$ cat config.mk
export PLATFORM = sky130hd
export DESIGN_NAME = sample_sender
export DESIGN_NICKNAME = d
export VERILOG_FILES = /design/src/rtl/sample_sender.sv
export SDC_FILE = /design/constraint.sdc
export NUM_CORES = 1
export LEC_CHECK = 0
export CAP_MARGIN = 15
export CORE_UTILIZATION = 37
export CTS_CLUSTER_DIAMETER = 60
export DETAILED_ROUTE_END_ITERATION = 6
export HOLD_SLACK_MARGIN = 0.05
export PLACE_DENSITY = 0.57
export SETUP_SLACK_MARGIN = 0.05
export SLEW_MARGIN = 20
export SYNTH_ARGS = -nofsm -noshare
export SYNTH_HDL_FRONTEND = slang
export SYNTH_SLANG_ARGS = --single-unit
$ cat constraint.sdc
create_clock -name clk -period 2.7 [get_ports clk]
set_clock_uncertainty 0.05 [all_clocks]
set_input_delay 0.405 -clock clk [delete_from_list [all_inputs] [get_ports clk]]
set_output_delay 0.405 -clock clk [all_outputs]
set_load 0.01 [all_outputs]
$ cat src/rtl/sample_sender.sv
// sample_sender: FIFO-buffered sample handoff to a core over a dr/modwait handshake.
// Optional macro SAMPLE_SENDER_TIMEOUT_EN bounds WAIT_DONE to 32 cycles (counted as an error).
module sample_sender #(
    parameter int unsigned DATA_W = 16,
    parameter int unsigned DEPTH  = 4
) (
    input  logic              clk,
    input  logic              reset,
    input  logic              wr_en,
    input  logic [DATA_W-1:0] wr_data,
    output logic              full,
    output logic              empty,
    input  logic              modwait,
    input  logic              err,
    output logic              dr,
    output logic [DATA_W-1:0] data_out,
    output logic              done,
    output logic              ovf,
    output logic [7:0]        err_count
);
    localparam int unsigned PTR_W = (DEPTH > 1) ? $clog2(DEPTH) : 1;
    localparam int unsigned CNT_W = $clog2(DEPTH + 1);
    localparam int unsigned TMR_W = 5;
    localparam logic [TMR_W-1:0] BUSY_LAST = TMR_W'(3);
`ifdef SAMPLE_SENDER_TIMEOUT_EN
    localparam logic [TMR_W-1:0] DONE_LAST = TMR_W'(31);
`endif
    localparam logic [CNT_W-1:0] CNT_FULL = CNT_W'(DEPTH);

    typedef enum logic [2:0] {IDLE, DR1, DR2, WAIT_BUSY, WAIT_DONE, REPORT} state_e;

    state_e              state_q, state_d;
    logic [TMR_W-1:0]    tmr_q, tmr_d;
    logic                tmo_q, tmo_d;
    logic [PTR_W-1:0]    wr_ptr_q, wr_ptr_d;
    logic [PTR_W-1:0]    rd_ptr_q, rd_ptr_d;
    logic [CNT_W-1:0]    cnt_q, cnt_d;
    logic                full_q, full_d;
    logic                empty_q, empty_d;
    logic                dr_q, dr_d;
    logic                done_q, done_d;
    logic                ovf_q, ovf_d;
    logic [7:0]          err_count_q, err_count_d;
    logic [DATA_W-1:0]   data_out_q, data_out_d;
    logic                push;
    logic                pop;
    logic [DATA_W-1:0]   fifo_mem [DEPTH];

    // Next-state, FIFO bookkeeping and registered-output decode
    always_comb begin
        state_d     = state_q;
        tmr_d       = tmr_q;
        tmo_d       = tmo_q;
        wr_ptr_d    = wr_ptr_q;
        rd_ptr_d    = rd_ptr_q;
        cnt_d       = cnt_q;
        data_out_d  = data_out_q;
        err_count_d = err_count_q;
        push        = wr_en & ~full_q;
        pop         = 1'b0;
        // A push while full is lost even if a pop frees a slot this cycle
        ovf_d       = ovf_q | (wr_en & full_q);

        case (state_q)
            IDLE: begin
                if (!empty_q) begin
                    pop        = 1'b1;
                    data_out_d = fifo_mem[rd_ptr_q];
                    state_d    = DR1;
                end
            end
            DR1: state_d = DR2;
            DR2: begin
                state_d = WAIT_BUSY;
                tmr_d   = '0;
                tmo_d   = 1'b0;
            end
            WAIT_BUSY: begin
                if (modwait) begin
                    state_d = WAIT_DONE;
                    tmr_d   = '0;
                end else if (tmr_q == BUSY_LAST) begin
                    state_d = REPORT;
                    tmo_d   = 1'b1;
                end else begin
                    tmr_d = tmr_q + TMR_W'(1);
                end
            end
            WAIT_DONE: begin
                if (!modwait) begin
                    state_d = REPORT;
`ifdef SAMPLE_SENDER_TIMEOUT_EN
                end else if (tmr_q == DONE_LAST) begin
                    state_d = REPORT;
                    tmo_d   = 1'b1;
                end else begin
                    tmr_d = tmr_q + TMR_W'(1);
`endif
                end
            end
            REPORT: begin
                state_d = IDLE;
                if ((err | tmo_q) && (err_count_q != 8'hFF)) begin
                    err_count_d = err_count_q + 8'd1;
                end
            end
            default: state_d = IDLE;
        endcase

        if (push) begin
            wr_ptr_d = wr_ptr_q + PTR_W'(1);
        end
        if (pop) begin
            rd_ptr_d = rd_ptr_q + PTR_W'(1);
        end
        case ({push, pop})
            2'b10:   cnt_d = cnt_q + CNT_W'(1);
            2'b01:   cnt_d = cnt_q - CNT_W'(1);
            default: cnt_d = cnt_q;
        endcase

        full_d  = (cnt_d == CNT_FULL);
        empty_d = (cnt_d == '0);
        dr_d    = (state_d == DR1) || (state_d == DR2);
        done_d  = (state_d == REPORT);
    end

    always_ff @(posedge clk or posedge reset) begin
        if (reset) begin
            state_q     <= IDLE;
            tmr_q       <= '0;
            tmo_q       <= 1'b0;
            wr_ptr_q    <= '0;
            rd_ptr_q    <= '0;
            cnt_q       <= '0;
            full_q      <= 1'b0;
            empty_q     <= 1'b1;
            dr_q        <= 1'b0;
            done_q      <= 1'b0;
            ovf_q       <= 1'b0;
            err_count_q <= '0;
            data_out_q  <= '0;
        end else begin
            state_q     <= state_d;
            tmr_q       <= tmr_d;
            tmo_q       <= tmo_d;
            wr_ptr_q    <= wr_ptr_d;
            rd_ptr_q    <= rd_ptr_d;
            cnt_q       <= cnt_d;
            full_q      <= full_d;
            empty_q     <= empty_d;
            dr_q        <= dr_d;
            done_q      <= done_d;
            ovf_q       <= ovf_d;
            err_count_q <= err_count_d;
            data_out_q  <= data_out_d;
        end
    end

    // Sample storage; contents are don't-care until pushed
    always_ff @(posedge clk) begin
        if (push) begin
            fifo_mem[wr_ptr_q] <= wr_data;
        end
    end

    assign full      = full_q;
    assign empty     = empty_q;
    assign dr        = dr_q;
    assign done      = done_q;
    assign ovf       = ovf_q;
    assign err_count = err_count_q;
    assign data_out  = data_out_q;

endmodule

==> summary.txt, run 1 <==
Clock network
  – Num CTS Buffers: 9
  – Post-CTS Repair Setup Buffers: 0
  – Clock Sinks: 109
  – Clk slew on worst S/H paths: 0.07 ns
  – CTS tree: done
  – CTS max path bufs: 2
  – Post_cts resized: 0
  – Worst-skew pair later-pin latency: 0.34 ns
  – H-tree Lvls: 3
  – CTS Hold Bufs: 0
  – Clock root buffer: clkbuf_16

Worst setup path
  – WP data required: 2.93 ns
  – Kind of critical path: register to register
  – Slowest stage cell, crit path: dfrtp_1
  – Crit-path most repeated cell: xor2_1
  – Max incr delay on CP: 0.52 ns
  – Critical path buffers and inverters: 1
  – FF-to-FF setup slack: 0.35 ns
  – CP cell instances: nor4_4, ha_1, inv_1, fa_1, xor2_1, nor2_1, xor2_1, and2_1
  – CP delay by family, top: simple AND/OR/NAND/NOR gates
  – Arr. time, crit path: 2.58 ns
  – Reg-to-Reg Start: state_q[0]
  – R2r endpoint: full
  – Crit. End Element: register
  – R2r worst-path depth: 8
  – CP startpoint kind: register
  – CP max FO: 11

Timing
  – Final TNS setup: 0 ns
  – Final setup violation count: 0
  – RSZ-0062 raised after global routing: false
  – Period minus WS final: 2.350 ns
  – Final worst path period share: 0.8704
  – Final Hold Vio Count: 0
  – Fmax: 425.5 MHz
  – Max Slew Vio Count: 0
  – PnR worst setup slack: 0.3500 ns
  – Worst slew pin tran: 0.5764 ns
  – Slew headroom: 0.6152

Outcome
  – Status: finished, final reports clean

Power
  – Peak supply drop: 433.6 uV
  – PD cells: 1034 nW/um^2
  – Tot Pwr: 5.525 mW
  – Static Leak: 1.993 nW

Synthesis
  – Synth warn: 0
  – Synth async-reset ratio: 0.4128
  – Area leader, netlist: edfxtp_1
  – Distinct cell type count after synthesis: 38
  – Most common cell in the synthesized netlist: edfxtp_1
  – Most frequent cells after synthesis: edfxtp_1, dfrtp_1, mux2_2, mux4_2, inv_1
  – Area contributors post-synth: edfxtp_1, dfrtp_1, mux4_2, mux2_2, ha_1
  – Share of the synthesized area in the top cell type: 0.4390
  – Seq/Total Area, Yosys: 0.6965
  – Synth Register Bits: 109
  – Mean post-synth cell area: 16.52 um^2
  – Number of synthesized flops with an enable pin: 64
  – Syn Nets: 294
  – Mapped Area: 4378 um^2
  – Primary FF master, synth: edfxtp_1
  – Syn Inst Count: 265

Global routing
  – Grt met3 use: 0.03827
  – Grt ovf: 0
  – First-pass GRT wire length: 13.21 mm
  – GR Util All Layers: 0.1398
  – Number of global-route vias before repair: 2533
  – GR Util met2: 0.2286
  – Initial antenna violation count: 0
  – GR met1 Demand/Resource: 0.1757
  – Grt peak-use layer: met2
  – Pin count of the biggest net entering global routing: 24

Placed design
  – Count of buffers from port buffering: 49
  – Final Wtd Congestion: 0.7569
  – Post-DP HPWL: 5.022 mm
  – Cells after DPL: 457
  – Pre-CTS setup slack: 0.1683 ns

Drt
  – Post-route DRC: 0
  – DRT antenna net count: 0
  – Final wirelength: 7.770 mm
  – Detailed-route wire length per cell: 16.43 um
  – DR iter-0 viols: 115
  – Via Count: 2413
  – Via-to-Cell Ratio: 5.101
  – Initial DRT Pass Iterations: 4

Floorplanning
  – Die height: 110.8 um
  – Core area: 11470 um^2
  – Row count: 39
  – Die area: 12270 um^2
  – # IOs: 50
  – Die Span X: 110.8 um
  – Initial Util: 0.3818

Final layout
  – Area Growth Syn to Fin: 22.06%
  – Layout cell share with drive strength beyond 1: 0.1879
  – Finished Layout Cells: 473
  – Layout Nets: 354
  – Fin util: 0.4660
  – Diode count: 0

Flow run
  – Maxcap violations: 0

Min path
  – Hold Path Class: input pin to async pin
where the power goes:
| part | switching, mW | total, mW | internal (mW) |
|---|---|---|---|
| logic | 0.810 | 1.79 | 0.979 |
| registers | 0.267 | 2.49 | 2.23 |
| clock network | 0.605 | 1.24 | 0.635 |
cells in the final DEF (no fill, tap or decap), drive strengths merged, types with 2 or more instances in the layout:
cell | Yosys | layout
nor2b | 2 | 2
clkdlybuf4s50 | 0 | 49
xor2 | 4 | 4
and2 | 5 | 5
nor4 | 2 | 2
nor3 | 6 | 6
mux2 | 18 | 18
a31oi | 2 | 2
nand2 | 8 | 8
or3 | 2 | 2
clkinv | 0 | 2
xnor2 | 5 | 5
nor2 | 11 | 11
dfrtp | 44 | 44
o21ai | 8 | 8
nand4 | 3 | 3
clkbuf | 3 | 10
nand2b | 5 | 5
ha | 7 | 7
a21oi | 10 | 10
inv | 13 | 16
edfxtp | 64 | 64
mux4 | 16 | 16
buf | 7 | 10
nand3 | 5 | 5
a211oi | 2 | 2
and3 | 2 | 2
sequential cells by signal (all words and copies together) (netlist names):
| register | flops |
|---|---|
| dr | 1 |
| empty | 1 |
| err_count | 8 |
| fifo_mem | 64 |
| ovf | 1 |
| data_out | 16 |
| rd_ptr_q | 2 |
| state_q | 3 |
| tmo_q | 1 |
| wr_ptr_q | 2 |
| tmr_q | 5 |
| full | 1 |
| done | 1 |
| cnt_q | 3 |
logic make-up after synthesis:
| group | share of synthesized area |
|---|---|
| DFF | 0.6965 |
| and+or+nand+nor | 0.07116 |
| muxes | 0.1286 |
| AOI/OAI and AO/OA | 0.03516 |
| buffers and inverters | 0.02601 |
| xor gates and xnor gates | 0.01800 |
| adders and majority gates | 0.02458 |
area by class of cell:
class                           count  area (um^2)
Clock inverter                      6        45.04
Timing Repair Buffer               59        578.1
Multi-Input combinational cell    133         1215
Clock buffer                       10        229.0
Fill cell                         992         6123
Inverter                           13        48.80
Sequential cell                   109         3049
Tap cell                          143        178.9
metrics by stage:
step / hold WS, ns / cell area (um^2)
2_1_floorplan: 0.3962 / 4378
3_3_place_gp: 0.3958 / 5070
3_5_place_dp: 0.3940 / 5070
4_1_cts: 0.4004 / 5344
5_1_grt: 0.4255 / 5344
6_report: 0.3875 / 5344
how the worst max path moves through the flow:
stage               startpoint    to  slack (ns)  cells after the start
finish              state_q[0]  full        0.35                      8
global route        state_q[0]  full        0.21                      8
CTS                 state_q[0]  full        0.34                      8
detailed placement       wr_en  full        0.17                     10
global placement         wr_en  full        0.24                     10
floorplan           state_q[2]  full        0.18                     10
metal layers:
| metal | up-vias | part of all wire |
|---|---|---|
| met5 | - | 0 |
| met4 | 0 | 0.015 |
| met3 | 10 | 0.045 |
| met2 | 57 | 0.49 |
| met1 | 1234 | 0.45 |
| li1 | 1112 | - |
Power figures use the tool's default switching activity.
==> inputs of run 2 (changes only) <==
REMOVE_ABC_BUFFERS = 1   (was not set)
==> summary.txt, run 2 (synthesis results as in run 1) <==
Outcome
  – Status: finished, final reports clean

Placed design
  – Post-DP HPWL: 4.891 mm
  – Final Wtd Congestion: 0.7501
  – Count of buffers from port buffering: 49
  – Area after DPL: 5072 um^2

Clock network
  – Clock Sinks: 109
  – Num CTS Buffers: 9
  – Post_cts resized: 0
  – CTS max path bufs: 2
  – CTS Hold Bufs: 0
  – Clock root buffer: clkbuf_16
  – Worst-skew pair later-pin latency: 0.34 ns
  – H-tree Lvls: 3
  – CTS tree: done
  – Post-CTS Repair Setup Buffers: 0
  – Clk slew on worst S/H paths: 0.07 ns

Timing
  – Period minus WS final: 2.288 ns
  – Max Slew Vio Count: 0
  – Fmax: 437.0 MHz
  – Slew headroom: 0.5098
  – Fin Hold WS: 0.4111 ns
  – RSZ-0062 raised after global routing: false
  – Worst slew pin tran: 0.7342 ns
  – Final worst path period share: 0.8476
  – Final setup violation count: 0
  – Final Hold Vio Count: 0

Worst setup path
  – Crit-path most repeated cell: xor2_1
  – FF-to-FF setup slack: 0.41 ns
  – CP max FO: 10
  – CP startpoint kind: register
  – Kind of critical path: register to register
  – CP delay by family, top: simple AND/OR/NAND/NOR gates
  – Slowest stage cell, crit path: dfrtp_1
  – WP data required: 2.93 ns
  – CP cell instances: nor4_4, ha_1, inv_1, fa_1, xor2_1, nor2_1, xor2_1, and2_1
  – Critical path buffers and inverters: 1
  – Arr. time, crit path: 2.52 ns
  – Max incr delay on CP: 0.51 ns
  – Crit. End Element: register

Final layout
  – Most flops, register: fifo_mem
  – Max reg flops: 64
  – Area Growth Syn to Fin: 22.95%
  – Commonest non-fill, non-tap cell in the layout: edfxtp_1
  – Fill count: 994
  – Commonest non-fill, non-tap cells in the layout: edfxtp_1, clkdlybuf4s50_1, dfrtp_1, mux2_2, mux4_2
  – Diode count: 0
  – Post-route cell area: 5383 um^2
  – Layout cell share with drive strength beyond 1: 0.1958
  – Layout Nets: 356

Drt
  – Via-to-Cell Ratio: 4.956
  – Detailed-route wire length per cell: 16.15 um
  – Post-route DRC: 0
  – Final wirelength: 7.669 mm
  – Initial DRT Pass Iterations: 4
  – Via Count: 2354
  – DRT antenna net count: 0
  – DR iter-0 viols: 125

Global routing
  – Pin count of the biggest net entering global routing: 33
  – Grt ovf: 0
  – First-pass GRT wire length: 12.79 mm
  – Number of global-route vias before repair: 2425
  – GR Util All Layers: 0.1359
  – Initial antenna violation count: 0

Floorplanning
  – Core area: 11470 um^2
  – Die Span X: 110.8 um
  – Die height: 110.8 um
  – Die area: 12270 um^2
  – Initial Util: 0.3818
  – Row count: 39
  – # IOs: 50

Power
  – PD cells: 1043 nW/um^2
  – Peak supply drop: 373.1 uV
  – Static Leak: 2.016 nW

Min path
  – Hold Path Class: register to register

Flow run
  – Maxcap violations: 0
==> run 2: cell count changes in the layout (fill, tap and decap cells not counted) <==
cell	previous run	this run
buf_12	1	0
clkinv_2	1	0
clkinvlp_4	1	0
clkinv_8	0	1
bufinv_16	0	1
clkinv_4	0	2
inv_8	1	0
clkinv_1	1	0
buf_4	9	12
==> run 2: area by class of cell <==
class,instances,area [um^2],area share
Clock buffer,10,229.0,0.04254
Clock inverter,6,81.33,0.01511
Inverter,13,48.80,0.009066
Tap cell,143,178.9,0.03324
Multi-Input combinational cell,133,1215,0.2257
Timing Repair Buffer,61,580.6,0.1079
Sequential cell,109,3049,0.5665
==> run 2: worst paths after layout <==
| check | cells after the start | from | endpoint |
|---|---|---|---|
| worst max-delay path | 8 | state_q[2] | full |
| worst min-delay path | 1 | ovf | ovf |
| worst max register to register | 8 | state_q[2] | full |
| worst min register to register | 1 | ovf | ovf |
| max in group asynchronous | 3 | reset | data_out[1] |
| min in group asynchronous | 2 | reset | ovf |
==> run 2: routing by layer <==
metal  vias to the layer above  part of all wire  global-route usage
met1                      1198              0.48              0.1850
met4                         0             0.015             0.06133
li1                       1110                 -                   -
met2                        37              0.47              0.2099
met3                         9             0.030             0.02898
met5                         -                 0                   0
==> run 2: through the flow <==
stage            util  setup TNS [ns]  power (mW)  setup slack (ns)  instances
5_1_grt        0.4694               0       5.948            0.2520        475
6_report       0.4694               0       5.615            0.4116        475
4_1_cts        0.4694               0       5.707            0.4112        475
3_5_place_dp   0.4423               0       4.337            0.2163        459
3_3_place_gp   0.4423               0       4.289            0.2466        459
2_1_floorplan       -       -0.002707       3.576         -0.002707        255
==> run 2: power breakdown <==
part	leakage, nW	total [mW]	switching (mW)	internal, mW
sequential	1.14	2.48	0.257	2.23
clock	0.150	1.36	0.618	0.739
combinational	0.726	1.77	0.794	0.980
total	2.02	5.62	1.67	3.95
